**config.mk**
```make
export PLATFORM = sky130hd
export DESIGN_NAME = dff_bank_loader_flat
export DESIGN_NICKNAME = d
export VERILOG_FILES = /design/src/rtl/dff_bank_pkg.sv /design/src/rtl/dff_bank_loader_if.sv /design/src/rtl/dff_bank_word.sv /design/src/rtl/dff_bank_loader.sv /design/src/flat_wrapper.sv
export SDC_FILE = /design/constraint.sdc
export NUM_CORES = 1
export LEC_CHECK = 0
export ABC_AREA = 1
export BUFFER_PORTS_ARGS = -buffer_cell sky130_fd_sc_hd__clkbuf_2
export CORE_AREA = 2 2 77 79
export DETAILED_ROUTE_END_ITERATION = 10
export DIE_AREA = 0 0 79 81
export GPL_ROUTABILITY_DRIVEN = 1
export GPL_TIMING_DRIVEN = 0
export PLACE_DENSITY_LB_ADDON = 0.12
export REMOVE_ABC_BUFFERS = 1
export SYNTH_ARGS = -nofsm -noshare
export SYNTH_HDL_FRONTEND = slang
export SYNTH_SLANG_ARGS = --single-unit
export TNS_END_PERCENT = 10
```
**constraint.sdc**
```tcl
create_clock -name clk -period 3.76 [get_ports clk]
set_clock_uncertainty 0.1 [all_clocks]
set_input_delay 0 -clock clk [delete_from_list [all_inputs] [get_ports clk]]
set_output_delay 0 -clock clk [all_outputs]
set_load 0.05 [all_outputs]
```
**src/rtl/dff_bank_pkg.sv**
```systemverilog
// Shared types and helpers for the serial-load register bank.
package dff_bank_pkg;

   typedef enum logic [1:0] {
      IDLE  = 2'd0,
      SHIFT = 2'd1,
      DONE  = 2'd2
   } state_e;

   // Word index needs at least one bit even for a single-word bank.
   function automatic int sel_width(input int depth);
      return (depth > 1) ? $clog2(depth) : 1;
   endfunction

endpackage

```
**src/rtl/dff_bank_loader_if.sv**
```systemverilog
// Serial-load control/data bundle between the pin-level loader driver and dff_bank_loader.
interface dff_bank_loader_if
   import dff_bank_pkg::*;
#(
   parameter int WIDTH = 8,
   parameter int DEPTH = 4
) ();
   localparam int SW = sel_width(DEPTH);

   logic                   start;
   logic [SW-1:0]          word_sel;
   logic                   bit_valid;
   logic                   data_in;
   logic                   commit;
   logic                   busy;
   logic                   done;
   logic                   sel_err;
   logic [DEPTH*WIDTH-1:0] data_out;

   modport master (
      output start, word_sel, bit_valid, data_in, commit,
      input  busy, done, sel_err, data_out
   );

   modport slave (
      input  start, word_sel, bit_valid, data_in, commit,
      output busy, done, sel_err, data_out
   );
endinterface

```
**src/rtl/dff_bank_word.sv**
```systemverilog
// One WIDTH-bit register with per-bit write enable; falling-edge clocked, async active-low clear.
module dff_bank_word #(
   parameter int WIDTH = 8
) (
   input  logic             clk,
   input  logic             rst_n,
   input  logic [WIDTH-1:0] we,
   input  logic [WIDTH-1:0] d,
   output logic [WIDTH-1:0] q
);

   always_ff @(negedge clk or negedge rst_n) begin
      if (!rst_n) begin
         q <= '0;
      end else begin
         for (int i = 0; i < WIDTH; i++) begin
            if (we[i]) q[i] <= d[i];
         end
      end
   end

endmodule

```
**src/rtl/dff_bank_loader.sv**
```systemverilog
// Serial-load register bank: DEPTH words of WIDTH bits filled one bit per clock.
// Optional atomic shadow output stage enabled by defining DFF_BANK_SHADOW_EN.
//
// state  | meaning
// IDLE   | waiting for start; commits applied here
// SHIFT  | capturing serial bits into staging[addr]
// DONE   | one-cycle completion pulse, then back to IDLE
module dff_bank_loader
   import dff_bank_pkg::*;
#(
   parameter int WIDTH     = 8,
   parameter int DEPTH     = 4,
   parameter int MSB_FIRST = 1
) (
   input  logic             clk,
   input  logic             rst_n,
   dff_bank_loader_if.slave bus
);

   localparam int SW = sel_width(DEPTH);
   localparam int CW = $clog2(WIDTH);

   localparam logic [1:0] ST_IDLE  = IDLE;
   localparam logic [1:0] ST_SHIFT = SHIFT;
   localparam logic [1:0] ST_DONE  = DONE;

   localparam logic [SW:0]   DEPTH_V = (SW+1)'(DEPTH);
   localparam logic [CW-1:0] CNT_LAST = CW'(WIDTH-1);

   logic [1:0]       state;
   logic [SW-1:0]    addr;
   logic [CW-1:0]    cnt;
   logic             sel_err_q;
   logic             shift_wr;
   logic [CW-1:0]    idx;
   logic [WIDTH-1:0] bit_mask;
   logic [WIDTH-1:0] stage_q [DEPTH];

   assign shift_wr = (state == ST_SHIFT) && bus.bit_valid;
   assign idx      = (MSB_FIRST != 0) ? (CNT_LAST - cnt) : cnt;
   assign bit_mask = {{(WIDTH-1){1'b0}}, 1'b1} << idx;

   always_ff @(negedge clk or negedge rst_n) begin
      if (!rst_n) begin
         state     <= ST_IDLE;
         addr      <= '0;
         cnt       <= '0;
         sel_err_q <= 1'b0;
      end else begin
         sel_err_q <= 1'b0;
         case (state)
            ST_IDLE: begin
               if (bus.start) begin
                  if ({1'b0, bus.word_sel} < DEPTH_V) begin
                     addr  <= bus.word_sel;
                     cnt   <= '0;
                     state <= ST_SHIFT;
                  end else begin
                     sel_err_q <= 1'b1;
                  end
               end
            end
            ST_SHIFT: begin
               if (bus.bit_valid) begin
                  cnt <= cnt + 1'b1;
                  if (cnt == CNT_LAST) state <= ST_DONE;
               end
            end
            ST_DONE:  state <= ST_IDLE;
            default:  state <= ST_IDLE;
         endcase
      end
   end

   assign bus.busy    = (state == ST_SHIFT);
   assign bus.done    = (state == ST_DONE);
   assign bus.sel_err = sel_err_q;

`ifdef DFF_BANK_SHADOW_EN
   // A commit landing mid-load is held and applied as the FSM leaves DONE,
   // so the shadow always receives a complete word.
   logic commit_pending;
   logic shadow_load;

   assign shadow_load = ((state == ST_IDLE) && bus.commit) ||
                        ((state == ST_DONE) && (bus.commit || commit_pending));

   always_ff @(negedge clk or negedge rst_n) begin
      if (!rst_n) begin
         commit_pending <= 1'b0;
      end else if (state == ST_DONE) begin
         commit_pending <= 1'b0;
      end else if ((state == ST_SHIFT) && bus.commit) begin
         commit_pending <= 1'b1;
      end
   end
`else
   logic unused_commit;
   assign unused_commit = bus.commit;
`endif

   for (genvar k = 0; k < DEPTH; k++) begin : g_word
      logic [WIDTH-1:0] we_k;
      assign we_k = (shift_wr && (addr == SW'(k))) ? bit_mask : '0;

      dff_bank_word #(.WIDTH(WIDTH)) u_stage (
         .clk   (clk),
         .rst_n (rst_n),
         .we    (we_k),
         .d     ({WIDTH{bus.data_in}}),
         .q     (stage_q[k])
      );

`ifdef DFF_BANK_SHADOW_EN
      logic [WIDTH-1:0] shadow_q;

      dff_bank_word #(.WIDTH(WIDTH)) u_shadow (
         .clk   (clk),
         .rst_n (rst_n),
         .we    ({WIDTH{shadow_load}}),
         .d     (stage_q[k]),
         .q     (shadow_q)
      );

      assign bus.data_out[k*WIDTH +: WIDTH] = shadow_q;
`else
      assign bus.data_out[k*WIDTH +: WIDTH] = stage_q[k];
`endif
   end

endmodule

```
**src/flat_wrapper.sv**
```systemverilog
// flat-port wrapper written by rule: the top's interface ports become plain ports
module dff_bank_loader_flat import dff_bank_pkg::*;
#(
   parameter int WIDTH     = 8,
   parameter int DEPTH     = 4,
   parameter int MSB_FIRST = 1
)
  (clk, rst_n, bus_start, bus_word_sel, bus_bit_valid, bus_data_in, bus_commit, bus_busy, bus_done, bus_sel_err, bus_data_out);
  dff_bank_loader_if #(.WIDTH(WIDTH), .DEPTH(DEPTH)) bus_i ();
  input  logic clk;
  input  logic rst_n;
  input wire logic [$bits(bus_i.start)-1:0] bus_start;
  input wire logic [$bits(bus_i.word_sel)-1:0] bus_word_sel;
  input wire logic [$bits(bus_i.bit_valid)-1:0] bus_bit_valid;
  input wire logic [$bits(bus_i.data_in)-1:0] bus_data_in;
  input wire logic [$bits(bus_i.commit)-1:0] bus_commit;
  output wire logic [$bits(bus_i.busy)-1:0] bus_busy;
  output wire logic [$bits(bus_i.done)-1:0] bus_done;
  output wire logic [$bits(bus_i.sel_err)-1:0] bus_sel_err;
  output wire logic [$bits(bus_i.data_out)-1:0] bus_data_out;
  assign bus_i.start = bus_start;
  assign bus_i.word_sel = bus_word_sel;
  assign bus_i.bit_valid = bus_bit_valid;
  assign bus_i.data_in = bus_data_in;
  assign bus_i.commit = bus_commit;
  assign bus_busy = bus_i.busy;
  assign bus_done = bus_i.done;
  assign bus_sel_err = bus_i.sel_err;
  assign bus_data_out = bus_i.data_out;
  dff_bank_loader #(.WIDTH(WIDTH), .DEPTH(DEPTH), .MSB_FIRST(MSB_FIRST)) u_core (.clk(clk), .rst_n(rst_n), .bus(bus_i));
endmodule
```
==> results_dict.tcl, run 1 <==
set metrics [dict create \
    status "complete, no violations" \
    fin_ws_ps 485 \
    start_kind "flip-flop" \
    arrival_ps 3180 \
    via_per_inst 4.32 \
    final_common_cell "nand2_1" \
    firstDrtPassIters 4 \
    hp-class "reg2reg" \
    drv_slew 0 \
    fp.dieW_microns 79 \
    critical_path_class "reg2out" \
    port-buffer-count 40 \
    power_leakage_nw 1.19 \
    fp.coreArea_sq_um 5680 \
    crit_slowest_cell "dfrtn_1" \
    antenna_found_initial 0 \
    hpwl_microns 2510 \
    powerDensity_nw_per_um2 931 \
    fin_nets 280 \
    syn_inst 229 \
    grt_pass1_wl_microns 6650 \
    synth_top_cell_by_area "dfrtn_1" \
    cts_resized 0 \
    die-area_sq_um 6400 \
    finish.instance_area_sq_um 2180 \
    holdPathEnd "u_core.g_word[0].u_stage.q[1]$_DFFE_NN0P_" \
    setup_tns_ps 0 \
    timing.reg2reg.setup_slack_ps 2190 \
    rows 28 \
    hp-start "u_core.g_word[0].u_stage.q[1]$_DFFE_NN0P_" \
    placedInstanceArea_sq_um 2100 \
    finish.utilization 0.384 \
    vias 1478 \
    cp_slowest_stage_delay_ps 490 \
    grt-ovfl-total 0 \
    syn_area_per_cell_sq_um 8.21 \
    insertion_delay_ps 290 \
    die_h_microns 81 \
    cts_buffers 5 \
    grt_usage 0.138 \
    clk_pin_slew_worst_paths_ps 50 \
    maxCapViolCount 0 \
    cts_setup_buffers 0 \
    drc 0 \
    fin_cells 342 \
    synth_area_leaders "dfrtn_1 52%, nand2_1 21%, nand3_1 9.1%" \
    rr_worst_depth 7 \
    pin_count 43 \
    root_buffer "clkbuf_8" \
    yosys_warnings 0 \
    cts_tree "done" \
    power_mw 2.03 \
    hold_depth 2 \
    dp_cells 334 \
    drive_gt1_frac 0.195 \
    drt_iter0_markers 60 \
    end_kind "output pin" \
    synthToLayoutAreaGrowth_pct 15.8 \
    start_util 0.331 \
    rsz0062_at_grt "false" \
    wire_per_inst_microns 11.6 \
    grt_start_max_net_pins 40 \
    maxSlewHeadroom 0.344 \
    synth_cell_types 18 \
    diodes 0 \
    hold_violations 0 \
    first_global_vias 1372 \
    fin_hold_ws_ps 315 \
    r2r_start "u_core.cnt[0]$_DFFE_NN0P_" \
    synth-seq-cells 39 \
    crit_family "flip-flops" \
    cts_buffer_depth 2 \
    path_cells "inv_1 -> nor2_1 -> clkbuf_2" \
    synth_top_area_frac 0.519 \
    crit_buf_inv 2 \
    routed_wl_microns 3970 \
    setup-violations-final 0 \
    worst_ep_required_time_ps 3660 \
    hold_buffers 0 \
    drtAntennaViolNets 0 \
    htree_levels 2 \
    crit_fanout 4 \
    synth_seq_area_share 0.519 \
    r2r_end "u_core.g_word[3].u_stage.q[7]$_DFFE_NN0P_" \
    finalWeightedCongestion 0.703 \
    cts_sinks 39 \
    final_cell_mix "107 x nand2_1, 40 x clkbuf_2, 39 x dfrtn_1" \
    synthesis.area_sq_um 1880 \
    irDropWorstVdd_mv 0.274 \
    worstMarginPinSlew_ps 983 \
    place_ws_ps 698 \
]
## where the power goes
group	internal (mW)	switching, mW	total, mW	leakage [nW]
sequential	0.596	0.105	0.701	0.508
combinational	0.218	0.832	1.05	0.637
clock	0.130	0.146	0.277	0.0422
## routing by layer
layer / vias to the layer above / GRT usage / wire length [microns] / part of all wire
li1: 786 / - / - / -
met1: 662 / 0.170 / 1930 / 0.49
met2: 25 / 0.229 / 1810 / 0.46
met3: 5 / 0.0422 / 167 / 0.042
met4: 0 / 0.0517 / 58 / 0.015
met5: - / 0 / 0 / 0
## tightest hold or removal path: stages (launching register included)
cell	delay [ps]
dfrtn_1	400
nand2_1	50
nand2_1	50
## final cells by class
class | instances | area [sq um]
tap | 75 | 93.8
clock inverter | 1 | 5.00
multi-input combinational | 167 | 777
inverter | 13 | 48.8
timing repair buffer | 40 | 200
sequential | 39 | 976
fill | 649 | 3500
clock buffer | 7 | 76.3
## cells in the mapped netlist, drive strengths merged
| master | count |
|---|---|
| ha | 6 |
| nor2 | 11 |
| o21ai | 2 |
| nand3 | 35 |
| a21oi | 2 |
| buf | 10 |
| inv | 13 |
| nand2 | 107 |
| dfrtn | 39 |
| nand4 | 1 |
| nor3 | 1 |
| conb | 1 |
| o22ai | 1 |
## how the worst max path moves through the flow
stage,to,slack (ps),cells past startpoint,startpoint
after global routing,bus_busy,400,3,u_core.state[0]$_DFFE_NN0P_
after floorplan,bus_busy,560,2,u_core.state[0]$_DFFE_NN0P_
after global placement,u_core.g_word[1].u_stage.q[1]$_DFFE_NN0P_,700,6,bus_bit_valid
final,bus_busy,480,3,u_core.state[0]$_DFFE_NN0P_
after detailed placement,u_core.g_word[1].u_stage.q[7]$_DFFE_NN0P_,700,6,bus_bit_valid
after CTS,bus_busy,470,3,u_core.state[0]$_DFFE_NN0P_
## cell families after synthesis
kind of cell               share of synthesized area
AOI/OAI and AO/OA                             0.0140
adders and majority gates                     0.0399
other                                        0.00200
and+or+nand+nor                                0.358
DFF                                            0.519
buffers and inverters                         0.0672
## sequential cells by signal, indices dropped and copies added (netlist names)
register / flops
u_core.state: 2
u_core.g_word.u_stage.q: 32
u_core.addr: 2
u_core.cnt: 3
(Power assumes the default switching activity.)
==> run 2, diff against run 1 <==
Settings changed: MAX_ROUTING_LAYER from default to met4.
==> run 2 against run 1 <==
Compared with the run above:
- non-clock buffer count unchanged
- via count unchanged
- combinational power about the same
- critical endpoint unchanged
- highest routed layer unchanged
==> results_dict.tcl, run 2 (same netlist as run 1, synthesis figures left out) <==
set metrics [dict create \
    status "complete, no violations" \
    setup-violations-final 0 \
    dp_cells 334 \
    maxCapViolCount 0 \
    p_clk_frac 0.136 \
    firstDrtPassIters 4 \
    p_comb_frac 0.518 \
    worstMarginPinSlew_ps 983 \
    wire_per_inst_microns 11.6 \
    grt_usage 0.142 \
    fin_hold_ws_ps 315 \
    cp_slowest_stage_delay_ps 490 \
    crit_slowest_cell "dfrtn_1" \
    multi_input_area_sq_um 777 \
    fp.dieW_microns 79 \
    first_global_vias 1372 \
    power_frac_seq 0.346 \
    grt_start_max_net_pins 40 \
    rsz0062_at_grt "false" \
    crit_family "flip-flops" \
    drc 0 \
    reg.largest.list "u_core.g_word.u_stage.q: 32 flops, u_core.cnt: 3 flops" \
    cts_buffer_depth 2 \
    hp-start "u_core.g_word[0].u_stage.q[1]$_DFFE_NN0P_" \
    insertion_delay_ps 290 \
    port-buffer-count 40 \
    power_leakage_nw 1.19 \
    final_common_cell "nand2_1" \
    r2r_start "u_core.cnt[0]$_DFFE_NN0P_" \
    start_util 0.331 \
    finalWeightedCongestion 0.710 \
    critical_path_class "reg2out" \
    crit_path_start "u_core.state[0]$_DFFE_NN0P_" \
    vias 1478 \
    crit_fanout 4 \
    seq_area_sq_um 976 \
    cts_buffers 5 \
    place_ws_ps 698 \
    drtAntennaViolNets 0 \
    grt-ovfl-total 0 \
    die-area_sq_um 6400 \
    crit_buf_inv 2 \
    arrival_ps 3180 \
    fin_ws_ps 485 \
    fillers 649 \
    maxSlewHeadroom 0.345 \
    hpwl_microns 2510 \
    grt_pass1_wl_microns 6640 \
    die_h_microns 81 \
    switchingPower_mw 1.08 \
    rows 28 \
    hold_buffers 0 \
    placedInstanceArea_sq_um 2100 \
    drt_iter0_markers 60 \
    htree_levels 2 \
    irDropWorstVdd_mv 0.274 \
    via_per_inst 4.32 \
    top_register "u_core.g_word.u_stage.q" \
    clk_pin_slew_worst_paths_ps 50 \
    diodes 0 \
    routed_wl_microns 3970 \
    cts_resized 0 \
    cts_sinks 39 \
    synthToLayoutAreaGrowth_pct 15.8 \
    cts_tree "done" \
    path_cells "inv_1 -> nor2_1 -> clkbuf_2" \
    hp-class "reg2reg" \
    largest_register_ffs 32 \
    hold_violations 0 \
    end_kind "output pin" \
    powerDensity_nw_per_um2 931 \
    drv_slew 0 \
    finish.utilization 0.384 \
    root_buffer "clkbuf_8" \
    power.share.switching 0.534 \
    antenna_found_initial 0 \
    worst_ep_required_time_ps 3660 \
    cts_setup_buffers 0 \
    fp.coreArea_sq_um 5680 \
    pin_count 43 \
    finish.instance_area_sq_um 2180 \
    fin_nets 280 \
    intPower_mw 0.944 \
    setup_tns_ps 0 \
    final_cell_mix "107 x nand2_1, 40 x clkbuf_2, 39 x dfrtn_1" \
    drive_gt1_frac 0.195 \
    start_kind "flip-flop" \
    power_mw 2.03 \
    fin_cells 342 \
]
run 2: area by class of cell:
class | count | area share
flip-flops and latches | 39 | 0.448
multi-input cells | 167 | 0.357
well taps | 75 | 0.0431
inverters | 13 | 0.0224
clock inverters | 1 | 0.00230
repair buffers | 40 | 0.0920
clock buffers | 7 | 0.0351
run 2: power by group through the flow:
stage | combinational [mW] | clock (mW) | sequential [mW]
floorplan | 0.343 | 0 | 1.17
global placement | 1.05 | 0 | 0.711
detailed placement | 1.07 | 0 | 0.709
CTS | 1.07 | 0.290 | 0.703
global route | 1.14 | 0.310 | 0.721
finish | 1.05 | 0.277 | 0.701
run 2: layer usage:
layer | GRT usage | vias up | share of wire
met1 | 0.171 | 662 | 0.49
met5 | - | - | 0
met2 | 0.229 | 25 | 0.46
met3 | 0.0400 | 5 | 0.039
met4 | 0.0517 | 0 | 0.016
li1 | - | 786 | -
run 2: final timing paths:
kind	endpoint	slack, ps	cells past startpoint
min in group asynchronous	u_core.g_word[1].u_stage.q[0]$_DFFE_NN0P_	1520	1
hold reg to reg	u_core.g_word[0].u_stage.q[1]$_DFFE_NN0P_	320	2
setup reg to reg	u_core.g_word[3].u_stage.q[7]$_DFFE_NN0P_	2190	7
setup / recovery	bus_busy	480	3
max in group asynchronous	u_core.g_word[3].u_stage.q[2]$_DFFE_NN0P_	1400	1
hold / removal	u_core.g_word[0].u_stage.q[1]$_DFFE_NN0P_	320	2
run 2: worst reg2reg max path, stage by stage, from the launching register on:
cell     delay [ps]
dfrtn_1         390
inv_1           100
ha_1            170
inv_1            40
nor2_1          380
nand2_1         110
nand2_1          70
nand2_1          40
